--- config.mk ---
export PLATFORM = sky130hd
export DESIGN_NAME = eq_scale_sequencer_flat
export DESIGN_NICKNAME = d
export VERILOG_FILES = /design/src/rtl/eq_seq_pkg.sv /design/src/rtl/eq_scale_sequencer_if.sv /design/src/rtl/eq_mac.sv /design/src/rtl/eq_scale_sequencer.sv /design/src/flat_wrapper.sv
export SDC_FILE = /design/constraint.sdc
export NUM_CORES = 1
export LEC_CHECK = 0
export ABC_AREA = 1
export BUFFER_PORTS_ARGS = -buffer_cell sky130_fd_sc_hd__buf_4
export CORE_ASPECT_RATIO = 1.75
export CORE_UTILIZATION = 45
export CTS_CLUSTER_DIAMETER = 50
export DETAILED_ROUTE_END_ITERATION = 10
export PLACE_DENSITY = 0.63
export SETUP_SLACK_MARGIN = 0.3
export SYNTH_ARGS = -nofsm -noshare
export SYNTH_HDL_FRONTEND = slang
export SYNTH_SLANG_ARGS = --single-unit
--- constraint.sdc ---
create_clock -name clk -period 9 [get_ports clk]
set_input_delay 0.45 -clock clk [delete_from_list [all_inputs] [get_ports clk]]
set_output_delay 0.45 -clock clk [all_outputs]
set_load 0.05 [all_outputs]
--- src/rtl/eq_seq_pkg.sv ---
// eq_seq_pkg
// Shared constants, state type and saturation helper for the EQ scale sequencer.
// Optional feature macro used by the design files: EQ_SEQ_SAT_EN
//   defined   -> band terms and channel sums saturate to signed 16 bit
//   undefined -> band terms and channel sums wrap modulo 2^16
package eq_seq_pkg;

    localparam int SMPL_W     = 16;
    localparam int POT_W      = 12;
    localparam int NBANDS     = 5;
    localparam int LATENCY    = 20;
    localparam int GAIN_SHIFT = 11;
    localparam int VOL_SHIFT  = 12;

    typedef enum logic [2:0] {
        IDLE  = 3'd0,
        SQR   = 3'd1,
        BAND  = 3'd2,
        VOL   = 3'd3,
        DRAIN = 3'd4
    } state_t;

    // Clamp a wide signed value into the signed 16-bit range.
    function automatic logic signed [15:0] sat16(input logic signed [33:0] x);
        if (x > 34'sd32767) begin
            return 16'sh7FFF;
        end else if (x < -34'sd32768) begin
            return 16'sh8000;
        end else begin
            return x[15:0];
        end
    endfunction

endpackage

--- src/rtl/eq_scale_sequencer_if.sv ---
// eq_scale_sequencer_if
// Request/result bundle between the FIR band outputs and the codec path.
//   strt                  one-cycle sample request
//   band_lft / band_rght  5 x signed 16b band samples, band i at [16i+15:16i]
//   pots                  5 x unsigned 12b band pots, same packing
//   VOLUME                unsigned 12b volume
//   clr_ovr               clears the sticky overrun flag
//   busy, vld_out         sequencer status / one-cycle result strobe
//   aud_out_lft/rght      16b signed results (two's complement bits)
//   ovr                   sticky overrun flag
// master = requester side, slave = sequencer side.
interface eq_scale_sequencer_if;
    import eq_seq_pkg::*;

    logic                       strt;
    logic [SMPL_W*NBANDS-1:0]   band_lft;
    logic [SMPL_W*NBANDS-1:0]   band_rght;
    logic [POT_W*NBANDS-1:0]    pots;
    logic [POT_W-1:0]           VOLUME;
    logic                       clr_ovr;
    logic                       busy;
    logic                       vld_out;
    logic [SMPL_W-1:0]          aud_out_lft;
    logic [SMPL_W-1:0]          aud_out_rght;
    logic                       ovr;

    modport master (
        output strt, band_lft, band_rght, pots, VOLUME, clr_ovr,
        input  busy, vld_out, aud_out_lft, aud_out_rght, ovr
    );

    modport slave (
        input  strt, band_lft, band_rght, pots, VOLUME, clr_ovr,
        output busy, vld_out, aud_out_lft, aud_out_rght, ovr
    );

endinterface

--- src/rtl/eq_mac.sv ---
// eq_mac
// The single shared 17x17 signed multiplier with a registered product.
// Also derives the band term (product >>> 11) from the registered product,
// saturated when EQ_SEQ_SAT_EN is defined, wrapped to 16 bits otherwise.
// Ports:
//   clk, rst_n  clock, asynchronous active-low reset
//   i_a, i_b    signed operands issued this cycle
//   o_prod      registered full product (valid the cycle after issue)
//   o_term      band term taken from o_prod
module eq_mac
    import eq_seq_pkg::*;
(
    input  logic                clk,
    input  logic                rst_n,
    input  logic signed [16:0]  i_a,
    input  logic signed [16:0]  i_b,
    output logic signed [33:0]  o_prod,
    output logic signed [15:0]  o_term
);

    logic signed [33:0] w_prod;
    logic signed [33:0] r_prod;

    assign w_prod = i_a * i_b;

    always_ff @(posedge clk or negedge rst_n) begin
        if (!rst_n) begin
            r_prod <= '0;
        end else begin
            r_prod <= w_prod;
        end
    end

    assign o_prod = r_prod;

`ifdef EQ_SEQ_SAT_EN
    logic signed [33:0] w_shift;
    assign w_shift = r_prod >>> GAIN_SHIFT;
    assign o_term  = sat16(w_shift);
`else
    // Legacy truncation: keep product bits [26:11] only.
    assign o_term  = r_prod[GAIN_SHIFT +: 16];
`endif

endmodule

--- src/rtl/eq_scale_sequencer.sv ---
// eq_scale_sequencer
// Performs all post-FIR EQ math for one stereo sample on one shared multiplier:
// 5 pot squarings, 10 band gain scalings with per-channel accumulation, and
// 2 volume scalings. Result appears exactly LATENCY cycles after strt.
// Optional feature macro: EQ_SEQ_SAT_EN (saturating band terms and sums).
// Ports:
//   clk, rst_n  clock, asynchronous active-low reset
//   bus         eq_scale_sequencer_if.slave (request inputs, results, status)
module eq_scale_sequencer
    import eq_seq_pkg::*;
(
    input  logic                    clk,
    input  logic                    rst_n,
    eq_scale_sequencer_if.slave     bus
);

    localparam logic [2:0] ST_IDLE  = IDLE;
    localparam logic [2:0] ST_SQR   = SQR;
    localparam logic [2:0] ST_BAND  = BAND;
    localparam logic [2:0] ST_VOL   = VOL;
    localparam logic [2:0] ST_DRAIN = DRAIN;

    // r_cnt counts cycles since the accepting edge; the whole schedule keys off it.
    localparam logic [4:0] CNT_SQR_END  = 5'd4;
    localparam logic [4:0] CNT_BAND_END = 5'd14;
    localparam logic [4:0] CNT_VOL_END  = 5'd16;
    localparam logic [4:0] CNT_DONE     = 5'(LATENCY);

    logic [2:0]                 r_state;
    logic [4:0]                 r_cnt;
    logic [POT_W-1:0]           r_pot       [NBANDS];
    logic signed [SMPL_W-1:0]   r_band_lft  [NBANDS];
    logic signed [SMPL_W-1:0]   r_band_rght [NBANDS];
    logic [POT_W-1:0]           r_vol;
    logic [POT_W-1:0]           r_gain      [NBANDS];
    logic signed [18:0]         r_sum_lft;
    logic signed [18:0]         r_sum_rght;
    logic [SMPL_W-1:0]          r_hold_lft;
    logic [SMPL_W-1:0]          r_hold_rght;
    logic                       r_vld;
    logic [SMPL_W-1:0]          r_out_lft;
    logic [SMPL_W-1:0]          r_out_rght;
    logic                       r_ovr;

    logic                       w_busy;
    logic                       w_accept;
    logic signed [16:0]         w_a;
    logic signed [16:0]         w_b;
    logic signed [33:0]         w_prod;
    logic signed [15:0]         w_term;
    logic [3:0]                 w_bidx;
    logic [2:0]                 w_gidx;
    logic signed [15:0]         w_band;
    logic signed [15:0]         w_sum16_lft;
    logic signed [15:0]         w_sum16_rght;
    logic signed [15:0]         w_vsel;
    logic                       w_unused_prod;

    assign w_busy   = (r_state != ST_IDLE);
    assign w_accept = bus.strt && !w_busy;

    always_ff @(posedge clk or negedge rst_n) begin
        if (!rst_n) begin
            r_state <= ST_IDLE;
            r_cnt   <= '0;
        end else if (w_accept) begin
            r_state <= ST_SQR;
            r_cnt   <= '0;
        end else if (w_busy) begin
            r_cnt <= r_cnt + 5'd1;
            case (r_state)
                ST_SQR:   if (r_cnt == CNT_SQR_END)  r_state <= ST_BAND;
                ST_BAND:  if (r_cnt == CNT_BAND_END) r_state <= ST_VOL;
                ST_VOL:   if (r_cnt == CNT_VOL_END)  r_state <= ST_DRAIN;
                ST_DRAIN: if (r_cnt == CNT_DONE) begin
                    r_state <= ST_IDLE;
                    r_cnt   <= '0;
                end
                default:  r_state <= ST_IDLE;
            endcase
        end
    end

    // Every input is captured on the accepting edge so the request side may move on.
    always_ff @(posedge clk or negedge rst_n) begin
        if (!rst_n) begin
            for (int i = 0; i < NBANDS; i++) begin
                r_pot[i]       <= '0;
                r_band_lft[i]  <= '0;
                r_band_rght[i] <= '0;
            end
            r_vol <= '0;
        end else if (w_accept) begin
            for (int i = 0; i < NBANDS; i++) begin
                r_pot[i]       <= bus.pots[POT_W*i +: POT_W];
                r_band_lft[i]  <= bus.band_lft[SMPL_W*i +: SMPL_W];
                r_band_rght[i] <= bus.band_rght[SMPL_W*i +: SMPL_W];
            end
            r_vol <= bus.VOLUME;
        end
    end

    // BAND issue order is lft0..4 then rght0..4; both halves reuse gains 0..4.
    assign w_bidx = 4'(r_cnt - 5'd5);
    assign w_gidx = (w_bidx >= 4'd5) ? 3'(w_bidx - 4'd5) : w_bidx[2:0];
    assign w_band = (w_bidx < 4'd5) ? r_band_lft[w_gidx] : r_band_rght[w_gidx];

`ifdef EQ_SEQ_SAT_EN
    assign w_sum16_lft  = sat16({{15{r_sum_lft[18]}}, r_sum_lft});
    assign w_sum16_rght = sat16({{15{r_sum_rght[18]}}, r_sum_rght});
`else
    logic w_unused_sum;
    assign w_sum16_lft  = r_sum_lft[15:0];
    assign w_sum16_rght = r_sum_rght[15:0];
    assign w_unused_sum = ^{r_sum_lft[18:16], r_sum_rght[18:16]};
`endif

    assign w_vsel = (r_cnt == CNT_BAND_END + 5'd1) ? w_sum16_lft : w_sum16_rght;

    always_comb begin
        w_a = '0;
        w_b = '0;
        case (r_state)
            ST_SQR: begin
                w_a = {5'b0, r_pot[r_cnt[2:0]]};
                w_b = {5'b0, r_pot[r_cnt[2:0]]};
            end
            ST_BAND: begin
                w_a = {w_band[15], w_band};
                w_b = {5'b0, r_gain[w_gidx]};
            end
            ST_VOL: begin
                w_a = {w_vsel[15], w_vsel};
                w_b = {5'b0, r_vol};
            end
            default: begin
                w_a = '0;
                w_b = '0;
            end
        endcase
    end

    eq_mac u_mac (
        .clk    (clk),
        .rst_n  (rst_n),
        .i_a    (w_a),
        .i_b    (w_b),
        .o_prod (w_prod),
        .o_term (w_term)
    );

    assign w_unused_prod = ^{w_prod[33:28], w_prod[11:0]};

    // Products land one cycle after issue, so each capture window is the issue window shifted by one.
    always_ff @(posedge clk or negedge rst_n) begin
        if (!rst_n) begin
            for (int i = 0; i < NBANDS; i++) begin
                r_gain[i] <= '0;
            end
            r_sum_lft   <= '0;
            r_sum_rght  <= '0;
            r_hold_lft  <= '0;
            r_hold_rght <= '0;
        end else if (w_accept) begin
            r_sum_lft  <= '0;
            r_sum_rght <= '0;
        end else if (w_busy) begin
            if (r_cnt >= 5'd1 && r_cnt <= 5'd5) begin
                r_gain[3'(r_cnt - 5'd1)] <= w_prod[POT_W +: POT_W];
            end
            if (r_cnt >= 5'd6 && r_cnt <= 5'd10) begin
                r_sum_lft <= r_sum_lft + {{3{w_term[15]}}, w_term};
            end
            if (r_cnt >= 5'd11 && r_cnt <= 5'd15) begin
                r_sum_rght <= r_sum_rght + {{3{w_term[15]}}, w_term};
            end
            if (r_cnt == CNT_VOL_END) begin
                r_hold_lft <= w_prod[VOL_SHIFT +: SMPL_W];
            end
            if (r_cnt == CNT_VOL_END + 5'd1) begin
                r_hold_rght <= w_prod[VOL_SHIFT +: SMPL_W];
            end
        end
    end

    // Results are published together, one cycle before the FSM returns to IDLE.
    always_ff @(posedge clk or negedge rst_n) begin
        if (!rst_n) begin
            r_vld      <= 1'b0;
            r_out_lft  <= '0;
            r_out_rght <= '0;
            r_ovr      <= 1'b0;
        end else begin
            r_vld <= w_busy && (r_cnt == CNT_DONE - 5'd1);
            if (w_busy && (r_cnt == CNT_DONE - 5'd1)) begin
                r_out_lft  <= r_hold_lft;
                r_out_rght <= r_hold_rght;
            end
            if (bus.clr_ovr) begin
                r_ovr <= 1'b0;
            end else if (bus.strt && w_busy) begin
                r_ovr <= 1'b1;
            end
        end
    end

    assign bus.busy         = w_busy;
    assign bus.vld_out      = r_vld;
    assign bus.aud_out_lft  = r_out_lft;
    assign bus.aud_out_rght = r_out_rght;
    assign bus.ovr          = r_ovr;

endmodule

--- src/flat_wrapper.sv ---
// flat-port wrapper written by rule: the top's interface ports become plain ports
module eq_scale_sequencer_flat import eq_seq_pkg::*;
  (clk, rst_n, bus_strt, bus_band_lft, bus_band_rght, bus_pots, bus_VOLUME, bus_clr_ovr, bus_busy, bus_vld_out, bus_aud_out_lft, bus_aud_out_rght, bus_ovr);
  eq_scale_sequencer_if bus_i ();
  input  logic clk;
  input  logic rst_n;
  input wire logic [$bits(bus_i.strt)-1:0] bus_strt;
  input wire logic [$bits(bus_i.band_lft)-1:0] bus_band_lft;
  input wire logic [$bits(bus_i.band_rght)-1:0] bus_band_rght;
  input wire logic [$bits(bus_i.pots)-1:0] bus_pots;
  input wire logic [$bits(bus_i.VOLUME)-1:0] bus_VOLUME;
  input wire logic [$bits(bus_i.clr_ovr)-1:0] bus_clr_ovr;
  output wire logic [$bits(bus_i.busy)-1:0] bus_busy;
  output wire logic [$bits(bus_i.vld_out)-1:0] bus_vld_out;
  output wire logic [$bits(bus_i.aud_out_lft)-1:0] bus_aud_out_lft;
  output wire logic [$bits(bus_i.aud_out_rght)-1:0] bus_aud_out_rght;
  output wire logic [$bits(bus_i.ovr)-1:0] bus_ovr;
  assign bus_i.strt = bus_strt;
  assign bus_i.band_lft = bus_band_lft;
  assign bus_i.band_rght = bus_band_rght;
  assign bus_i.pots = bus_pots;
  assign bus_i.VOLUME = bus_VOLUME;
  assign bus_i.clr_ovr = bus_clr_ovr;
  assign bus_busy = bus_i.busy;
  assign bus_vld_out = bus_i.vld_out;
  assign bus_aud_out_lft = bus_i.aud_out_lft;
  assign bus_aud_out_rght = bus_i.aud_out_rght;
  assign bus_ovr = bus_i.ovr;
  eq_scale_sequencer u_core (.clk(clk), .rst_n(rst_n), .bus(bus_i));
endmodule
# Word level (Yosys, flattened, before mapping)
# Cells that the tools add are included.
dict set report op_classes {
  add_sub_neg 6
  mux 39
  multipliers 1
  eq_ne 15
  n_reduce_logical 19
  n_bitwise 4
  magnitude_cmp 12
}
# cell n
set op_table {}
lappend op_table {{19-bit 2-to-1 mux} 6}
lappend op_table {{16-bit binary-select mux with 3-bit select} 2}
lappend op_table {{16-bit 2-to-1 mux} 6}
lappend op_table {{12-bit binary-select mux with 3-bit select} 2}
lappend op_table {{60-bit bitwise mux} 1}
lappend op_table {{12-bit 2-to-1 mux} 5}
lappend op_table {{17-bit one-hot mux with 3 select lines} 1}
lappend op_table {{19-bit adder} 2}
lappend op_table {{12-bit demux with 3-bit select} 1}
lappend op_table {{12-bit one-hot mux with 3 select lines} 1}
lappend op_table {{17-bit by 13-bit multiplier with 28-bit output} 1}
lappend op_table {{3-bit 2-to-1 mux} 7}
lappend op_table {{5-bit == test (second input constant)} 4}
lappend op_table {{5-bit 2-to-1 mux} 4}
lappend op_table {{4-bit >= comparator (second input constant)} 3}
lappend op_table {{3-bit by 1-bit != test with 1-bit output (second input constant)} 4}
lappend op_table {{3-bit NOT with 4-bit output} 3}
lappend op_table {{3-bit one-hot mux with 4 select lines} 1}
lappend op_table {{5-bit by 4-bit == test with 1-bit output (second input constant)} 2}
lappend op_table {{5-bit by 4-bit less-or-equal comparator with 1-bit output (second input constant)} 2}
lappend op_table {{3-bit AND reduction} 3}
lappend op_table {{2-bit nonzero test} 4}
lappend op_table {{1-bit logical AND} 7}
lappend op_table {{3-bit by 2-bit == test with 1-bit output (second input constant)} 2}
lappend op_table {{other kinds (20)} 22}
dict set report totals {
  regBits 432
  out_inout_bits 35
  inputBits 236
  wordCells 128
}

# Longest topological paths before layout
# Gate-level depths: netlist of run 1.
dict set report logic_depth {
  word_depth 10
  depth_mapped 46
  ltp_nobuf 42
}

# Hierarchy
# From an unflattened synthesis of run 1, not the netlist that was laid out.
dict set report unflattened {
  cells_unflattened 4231
  hier_area_um2 32738.9
}
# mod area_each_um2 seq_area_each_um2 n_inst cells_per_inst
set by_module_without_submodules {}
lappend by_module_without_submodules {eq_scale_sequencer 19720.2 9959.6 1 2539}
lappend by_module_without_submodules {eq_mac 13018.7 850.8 1 1692}

# Worst setup path before layout of run 1
# Ideal clock, no wire load.
dict set report synth_timing {
  path_type {register to register}
  start {register u_core.r_cnt[0]}
  end {register u_core.u_mac.r_prod[24], in the netlist u_core.u_mac.o_prod[24]}
  path_stages_with_launch 38
  n_path_buf 6
  path_slack_ns 1.547
  required_time_ns 8.875
  t_arrival_ns 7.328
  cell_sequence {dfrtp_1 > buf_2 > inv_1 > clkbuf_1 > clkbuf_1 > ha_1 > inv_1 > nand2_1 > nand3_1 > nand3_2 > nand2_1 > nand2_4 > buf_6 > buf_6 > buf_2 > o21ai_0 > a21oi_1 > o21ai_1 > (+2 left out) > nor2_1 > inv_1 > fa_1 > fa_1 > inv_1 > fa_1 > fa_1 > inv_1 > fa_1 > inv_1 > ha_1 > a21oi_1 > inv_1 > a31oi_1 > o21ai_0 > a221oi_1 > nand2_1 > xor2_1}
}
dict set report synth_between {
  elab_chain_len 10
  elab_cells_between_ends 25
}
# item line_no
set synth_rtl {}
lappend synth_rtl {{start, declared} eq_scale_sequencer.sv:30} ;# logic [4:0] r_cnt;
lappend synth_rtl {{start signal, assigned} eq_scale_sequencer.sv:70} ;# r_cnt <= r_cnt + 5'd1;
lappend synth_rtl {{4-bit by 3-bit subtractor with 4-bit output} eq_scale_sequencer.sv:104} ;# assign w_bidx = 4'(r_cnt - 5'd5);
lappend synth_rtl {{4-bit by 3-bit >= comparator with 1-bit output / 3-bit subtractor (equally long branches)} eq_scale_sequencer.sv:105} ;# assign w_gidx = (w_bidx >= 4'd5) ? 3'(w_bidx - 4'd5) : w_bidx[2:0];
lappend synth_rtl {{3-bit 2-to-1 mux} eq_scale_sequencer.sv:105}
lappend synth_rtl {{3-bit NOT with 4-bit output (not written as such)} {eq_scale_sequencer.sv:106, eq_scale_sequencer.sv:130}}
lappend synth_rtl {{16-bit binary-select mux with 3-bit select} eq_scale_sequencer.sv:106} ;# assign w_band = (w_bidx < 4'd5) ? r_band_lft[w_gidx] : r_band_rght[w_gidx];
lappend synth_rtl {{16-bit 2-to-1 mux (not written as such) (2 in series)} eq_scale_sequencer.sv:106}
lappend synth_rtl {{16-bit 2-to-1 mux} eq_scale_sequencer.sv:106}
lappend synth_rtl {{17-bit one-hot mux with 3 select lines} eq_scale_sequencer.sv:123} ;# case (r_state)
lappend synth_rtl {{17-bit by 13-bit multiplier with 28-bit output (*)} eq_mac.sv:24} ;# assign w_prod = i_a * i_b;
lappend synth_rtl {{named net u_core.u_mac.w_prod[24]} eq_mac.sv:21} ;# logic signed [33:0] w_prod;
lappend synth_rtl {{end signal, assigned} eq_mac.sv:30} ;# r_prod <= w_prod;
lappend synth_rtl {{end, declared} eq_mac.sv:22} ;# logic signed [33:0] r_prod;
# Mark *: on every way through the listed nets, which the timed path passes. The rest lies on a longest branch. The select of a mux whose other input is x is not followed.
# A chain may end at the register's enable or synchronous reset.

# Worst setup path after layout of run 1
dict set report layout_timing {
  start {register u_core.r_cnt[0]}
  end {register u_core.u_mac.r_prod[21], in the netlist u_core.u_mac.o_prod[21]}
}
# The elaborated chain is that of the path after synthesis.

==> results of run 1 <==
==> state kept, by name (all words and copies together) (netlist names), 17 cells and up <==
| register | count |
|---|---|
| u_core.r_band_lft | 80 |
| u_core.r_band_rght | 80 |
| u_core.r_gain | 60 |
| u_core.r_pot | 60 |
| u_core.u_mac.o_prod | 17 |
==> final cells by class <==
| cell class | count | area, µm² |
|---|---|---|
| Tap cell | 773 | 967 |
| Antenna cell | 5 | 12.5 |
| Inverter | 463 | 1750 |
| Timing Repair Buffer | 313 | 2410 |
| Sequential cell | 415 | 10400 |
| Clock buffer | 62 | 1260 |
| Multi-Input combinational cell | 2311 | 14000 |
| Clock inverter | 9 | 70.1 |
| Fill cell | 5696 | 27500 |
==> cell families after synthesis <==
| kind of cell | Yosys count |
|---|---|
| flops | 415 |
| buf+inv | 600 |
| mux | 18 |
| simple gates | 1460 |
| xor+xnor | 29 |
| fa+ha+maj | 273 |
| compound gates | 531 |
==> tightest hold or removal path, stage by stage <==
cell	delay, ns
buf_4	0.08
nand2_1	0.04
nand2_1	0.05
==> worst paths after layout <==
check,startpoint,endpoint,cells past startpoint
worst max-delay path,u_core.r_cnt[0],u_core.u_mac.o_prod[21],33
worst min-delay path,bus_band_lft[14],u_core.r_band_lft[78],3
worst max register to register,u_core.r_cnt[0],u_core.u_mac.o_prod[21],33
worst min register to register,u_core.r_band_lft[21],u_core.r_band_lft[21],2
max in group asynchronous,rst_n,u_core.r_sum_rght[12],4
min in group asynchronous,rst_n,u_core.r_pot[58],2
==> per-stage QoR <==
| stage | hold slack (ns) | util, % | area, µm² |
|---|---|---|---|
| finish | 0.0805 | 52.8 | 30900 |
| global route | 0.0836 | 52.8 | 30900 |
| CTS | 0.0656 | 52.7 | 30800 |
| detailed placement | 0.453 | 50.4 | 29500 |
| global placement | 0.449 | 50.4 | 29500 |
| floorplan | 0.154 | - | 26700 |
==> cells in the final DEF, fill, tap and decap left out, types with 18 or more instances in the layout <==
cell type / synthesis / layout
nand2_1: 1083 / 1081
inv_1: 450 / 447
dfrtp_1: 415 / 415
buf_4: 6 / 306
o21ai_0: 290 / 290
nor2_1: 249 / 247
fa_1: 176 / 176
ha_1: 97 / 97
a21oi_1: 77 / 77
nand3_1: 58 / 58
o22ai_1: 51 / 51
clkbuf_16: 0 / 43
nor3_1: 26 / 25
o221ai_1: 22 / 22
xor2_1: 21 / 21
mux2i_1: 18 / 18
==> layer usage <==
metal	vias up	part of all wire (%)	wire [µm]
met1	11100	36	31500
li1	10900	-	-
met2	697	52	45000
met5	-	0.015	13
met4	2	8.1	7080
met3	260	4.2	3680
==> power groups by stage <==
stage / combinational, mW / clock, mW / sequential, mW
detailed placement: 8.88 / 0 / 3.24
global route: 9.90 / 1.83 / 3.31
CTS: 8.92 / 1.76 / 3.21
global placement: 8.83 / 0 / 3.22
floorplan: 5.70 / 0 / 3.35
finish: 8.90 / 1.74 / 3.22
==> what timing repair did <==
item | in CTS | in global routing
gates resized for setup | 0 | 5
endpoints found under the setup margin | 0 | 8
endpoints found under the hold margin | 2 | 0
hold buffers | 2 | 0
setup buffers | 0 | 4
==> impl_metrics.csv, run 1 <==
group,metric,value,unit
status,outcome,"finished, final reports clean",
drt,route.final.wire_length,87300,µm
cells_and_area,fraction_of_layout_cells_with_a_size_suffix_above_1,11.9,%
drt,avgRoutedWirePerCell,20.1,µm
clock_tree,cts.sinks,415,
sta,setup-tns-final,0,ns
place,placed_cells_incl_taps,4269,
synthesis,post_synth_instance_area,26700,µm²
global_routing,gr-max-usage-layer,"met2",
clock_tree,root_buffer,"clkbuf_16",
sta,layout_min_cycle_time,8.22,ns
pwr,design_power,13.9,mW
drt,drt-vias-per-instance,5.27,
sta,setup_skew_after_layout,0.0275,ns
pwr,powerDensity,449,nW/µm²
die,floorplan.initialDensity,45.7,%
critical_path,setup.reg_to_reg.worst_slack,0.78,ns
cells_and_area,final_nets,4055,
critical_path,critical_path_class,"reg -> reg",
place,gp_congestion,0.953,
sta,max_freq,122,MHz
synthesis,synth_simple_gate_area_share,21.5,%
synthesis,asyncSetResetFlopFracSynth,100,%
global_routing,grt.met1_usage,32.1,%
place,numPortBuffers,270,
clock_tree,insertion_delay,0.58,ns
drt,vias,22900,
die,floorplan.core_area,58400,µm²
synthesis,library_cell_occupying_the_most_area_in_the_post_synthesis_netlist,"dfrtp_1",
pwr,power_leakage,15.9,nW
critical_path,critical_path.max_fanout,31,
pwr,seqPwrFrac,23.2,%
clock_tree,cts_clk_pin_slew_worst_paths,0.07,ns
global_routing,grt_pass1_vias,23900,
drt,drt_iter0_markers,1653,
synthesis,avgSynthCellArea,8.03,µm²
synthesis,synth_top_cells_by_count,"nand2_1 (1,083), inv_1 (450), dfrtp_1 (415), o21ai_0 (290), nor2_1 (249)",
sta,timing.final.ws_setup,0.776,ns
global_routing,grt_use_met2,53.7,%
critical_path,cpPeakStageDelay,0.56,ns
cells_and_area,area_delta_synth_final,15.6,%
pwr,power.switching_fraction,53.0,%
critical_path,crit_path_frequent_cell,"inv_1",
pwr,p_clk_share,12.5,%
sta,final_clock_period_utilization_by_the_worst_path,91.4,%
die,boundaryPins,271,
critical_path,critical_path.n_buffers_inverters,8,
synthesis,post_synth_fa_ha_maj_area_fraction,17.7,%
drt,detailedRoute.firstPassIterationCount,5,
global_routing,global_route.usage.total,29.9,%
pwr,internal_power,6.51,mW
synthesis,post_synth_mux_area_share,0.675,%
global_routing,antenna_found_initial,6,
synthesis,synth_cells,3326,
synthesis,synth_top_cell_area_share,38.9,%
synthesis,mappedNetlistNets,3835,
die,row_count,117,
critical_path,worst_setup_path_start_kind,"flip-flop",
min_path,min_path_type,"in -> reg",
run,max_cap_violations,0,
sta,setup_repair_after_global_routing_missed_its_margin,"no",
place,place.detailed.hpwl,66900,µm
pwr,worst_ir_drop_vdd,0.232,mV
place,worst_slack_at_placement,0.694,ns
die,floorplan.die.height,324,µm
synthesis,synth_most_common_cell,"nand2_1",
critical_path,worst_ep_arrival_time,8.68,ns
global_routing,grtUsageMet3,2.97,%
clock_tree,cts_htree_levels,2,
clock_tree,tritoncts.num_buffers,42,
cells_and_area,final_cells,4351,
synthesis,synth_compound_area_share,11.5,%
synthesis,seq_area_frac_synth,38.9,%
synthesis,synth_top_family_by_area,"simple AND/OR/NAND/NOR gates",
global_routing,grt_pass1_wl,134000,µm
clock_tree,cts_tree,"yes",
synthesis,synthDistinctLibCells,54,
critical_path,worst_path_max_delay_cell,"fa_1",
pwr,p_comb_share,64.2,%
sta,report.final.setup_viol,0,
synthesis,ys_seq_elements,415,
global_routing,largest_net_degree_at_the_start_of_global_routing,262,
sta,timing.final.max_slew_violations,0,
critical_path,crit_required,9.46,ns
critical_path,cell_type_group_with_the_largest_total_delay_on_the_critical_path,"adder cells",
sta,timing.slew.headroom,26.1,%
critical_path,worstSetupEndpointType,"flip-flop",
die,full_die_area,60300,µm²
clock_tree,cts_max_path_buffers,3,
synthesis,synthTopCellsByArea,"dfrtp_1 (39%), nand2_1 (15%), fa_1 (13%)",
pwr,switching_power,7.34,mW
global_routing,grt_remaining_overflow,0,
drt,drt.antenna.violating_nets,0,
synthesis,synth_top_flop_cell,"dfrtp_1",
drt,drcViolationCount,0,
sta,actual_transition_at_the_worst_max_transition_pin,1.11,ns
sta,finalHoldViolCount,0,
synthesis,synth-warning-count,0,
synthesis,synth_edf_count,0,
synthesis,yosys.area_share.xor_xnor,0.952,%
die,die-width,186,µm
Power figures use the tool's default switching activity.
==> run 2, diff against run 1 <==
--- a/config.mk
+++ b/config.mk
@@ -9,6 +9,7 @@
 export BUFFER_PORTS_ARGS = -buffer_cell sky130_fd_sc_hd__buf_4
 export CORE_ASPECT_RATIO = 1.75
 export CORE_UTILIZATION = 45
+export CTS_BUF_LIST = sky130_fd_sc_hd__clkbuf_4 sky130_fd_sc_hd__clkbuf_8 sky130_fd_sc_hd__clkbuf_16
 export CTS_CLUSTER_DIAMETER = 50
 export DETAILED_ROUTE_END_ITERATION = 10
 export PLACE_DENSITY = 0.63
==> impl_metrics.csv, run 2 (synthesis gave the netlist of run 1 again) <==
group,metric,value,unit
global_routing,antenna_found_initial,6,
pwr,power_leakage,16.0,nW
cells_and_area,final_nets,4055,
drt,drcViolationCount,0,
place,gp_congestion,0.953,
die,die-width,186,µm
clock_tree,cts_max_path_buffers,3,
pwr,p_clk_share,12.7,%
clock_tree,cts.sinks,415,
sta,final_clock_period_utilization_by_the_worst_path,91.8,%
cells_and_area,area_delta_synth_final,15.7,%
place,place.detailed.hpwl,66900,µm
cells_and_area,layout_common_cells,"nand2_1 (1,081), inv_1 (447), dfrtp_1 (415)",
critical_path,worst_ep_arrival_time,8.72,ns
critical_path,worstSetupEndpointType,"flip-flop",
status,outcome,"finished, final reports clean",
drt,vias,23000,
sta,layout_min_cycle_time,8.27,ns
pwr,switching_power,7.34,mW
cells_and_area,fraction_of_layout_cells_with_a_size_suffix_above_1,12.1,%
global_routing,global_route.usage.total,29.9,%
cells_and_area,fill_cells,5692,
clock_tree,cts_htree_levels,2,
die,floorplan.core_area,58400,µm²
critical_path,crit_required,9.45,ns
place,placed_cells_incl_taps,4269,
clock_tree,cts_tree,"yes",
critical_path,worst_path_max_delay_cell,"fa_1",
die,full_die_area,60300,µm²
global_routing,grt_remaining_overflow,0,
drt,route.final.wire_length,87300,µm
clock_tree,cts_clk_pin_slew_worst_paths,0.07,ns
clock_tree,tritoncts.num_buffers,42,
pwr,powerDensity,449,nW/µm²
drt,detailedRoute.firstPassIterationCount,5,
clock_tree,root_buffer,"clkbuf_16",
cells_and_area,layout.cells.most_common,"nand2_1",
sta,finalHoldViolCount,0,
global_routing,grt_pass1_vias,23900,
critical_path,critical_path_class,"reg -> reg",
pwr,seqPwrFrac,23.2,%
pwr,p_comb_share,64.1,%
die,floorplan.die.height,324,µm
sta,setup_skew_after_layout,0.0226,ns
place,numPortBuffers,270,
drt,avgRoutedWirePerCell,20.1,µm
pwr,internal_power,6.54,mW
sta,report.final.setup_viol,0,
die,floorplan.initialDensity,45.7,%
sta,final.hold.worst_slack,0.0833,ns
pwr,power.switching_fraction,52.9,%
sta,timing.slew.headroom,26.9,%
critical_path,cpPeakStageDelay,0.56,ns
global_routing,grt_pass1_wl,134000,µm
sta,max_freq,121,MHz
pwr,worst_ir_drop_vdd,0.233,mV
cells_and_area,final_cells,4351,
critical_path,worst_setup_path_start_kind,"flip-flop",
critical_path,critical_path.max_fanout,31,
die,boundaryPins,271,
cells_and_area,reg_top3,"u_core.r_band_lft (80), u_core.r_band_rght (80)",
drt,drt-vias-per-instance,5.29,
sta,actual_transition_at_the_worst_max_transition_pin,1.09,ns
drt,drt_iter0_markers,1673,
clock_tree,insertion_delay,0.57,ns
global_routing,largest_net_degree_at_the_start_of_global_routing,262,
run,max_cap_violations,0,
die,row_count,117,
sta,timing.final.max_slew_violations,0,
critical_path,crit_path_frequent_cell,"inv_1",
drt,drt.antenna.violating_nets,0,
sta,setup_repair_after_global_routing_missed_its_margin,"no",
min_path,min_path_type,"in -> reg",
sta,setup-tns-final,0,ns
-- run 2: timing repair --
item,in CTS,in global routing
resized for setup,0,5
setup buffers,0,4
endpoints found under the hold margin,2,0
setup endpoints to repair,0,8
hold buffers,2,0
-- run 2: final cells by class --
class	count	area, µm²	area share [%]
Clock inverter	9	70.1	0.227
Tap cell	773	967	3.13
Antenna cell	5	12.5	0.0405
Clock buffer	62	1290	4.17
Multi-Input combinational cell	2311	14000	45.4
Timing Repair Buffer	313	2410	7.81
Inverter	463	1750	5.66
Sequential cell	415	10400	33.6
-- run 2: stage by stage --
step | power [mW] | setup slack [ns] | util [%] | area (µm²)
2_1_floorplan | 9.05 | 1.55 | - | 26700
3_3_place_gp | 12.1 | 0.723 | 50.4 | 29500
3_5_place_dp | 12.1 | 0.694 | 50.4 | 29500
4_1_cts | 13.9 | 0.674 | 52.8 | 30800
5_1_grt | 15.1 | 0.296 | 52.9 | 30900
6_report | 13.9 | 0.734 | 52.9 | 30900
-- run 2: power groups by stage --
stage | sequential [mW] | clock (mW) | combinational, mW
after floorplan | 3.35 | 0 | 5.70
after global placement | 3.22 | 0 | 8.83
after detailed placement | 3.24 | 0 | 8.88
after CTS | 3.21 | 1.78 | 8.92
after global routing | 3.31 | 1.85 | 9.90
final | 3.22 | 1.76 | 8.90
-- run 2: critical path: cells and delay by family (launching register included) --
family	cells	cell delay, ns
XOR/XNOR	1	0.15
AO/OA/AOI/OAI	7	1.59
buffers and inverters	8	1.22
adder cells (fa/ha/maj)	7	3.14
flip-flops	1	0.52
AND/OR/NAND/NOR	10	1.49
-- run 2: layer usage --
layer  GRT usage, %  wire [µm]  vias to the layer above
met5              0         13                        -
met4           22.6       7100                        2
met3           2.90       3690                      266
met2           53.7      45000                      699
met1           32.2      31500                    11200
li1               -          -                    10900
-- run 2: worst paths after layout --
path                                           end  depth (start not counted)                   from  slack [ns]
setup / recovery           u_core.u_mac.o_prod[21]                         33        u_core.r_cnt[0]        0.73
hold / removal               u_core.r_band_lft[78]                          3       bus_band_lft[14]        0.08
setup reg to reg           u_core.u_mac.o_prod[21]                         33        u_core.r_cnt[0]        0.73
hold reg to reg              u_core.r_band_lft[21]                          2  u_core.r_band_lft[21]        0.47
max in group asynchronous    u_core.r_sum_rght[12]                          4                  rst_n        6.21
min in group asynchronous         u_core.r_pot[58]                          2                  rst_n        0.54
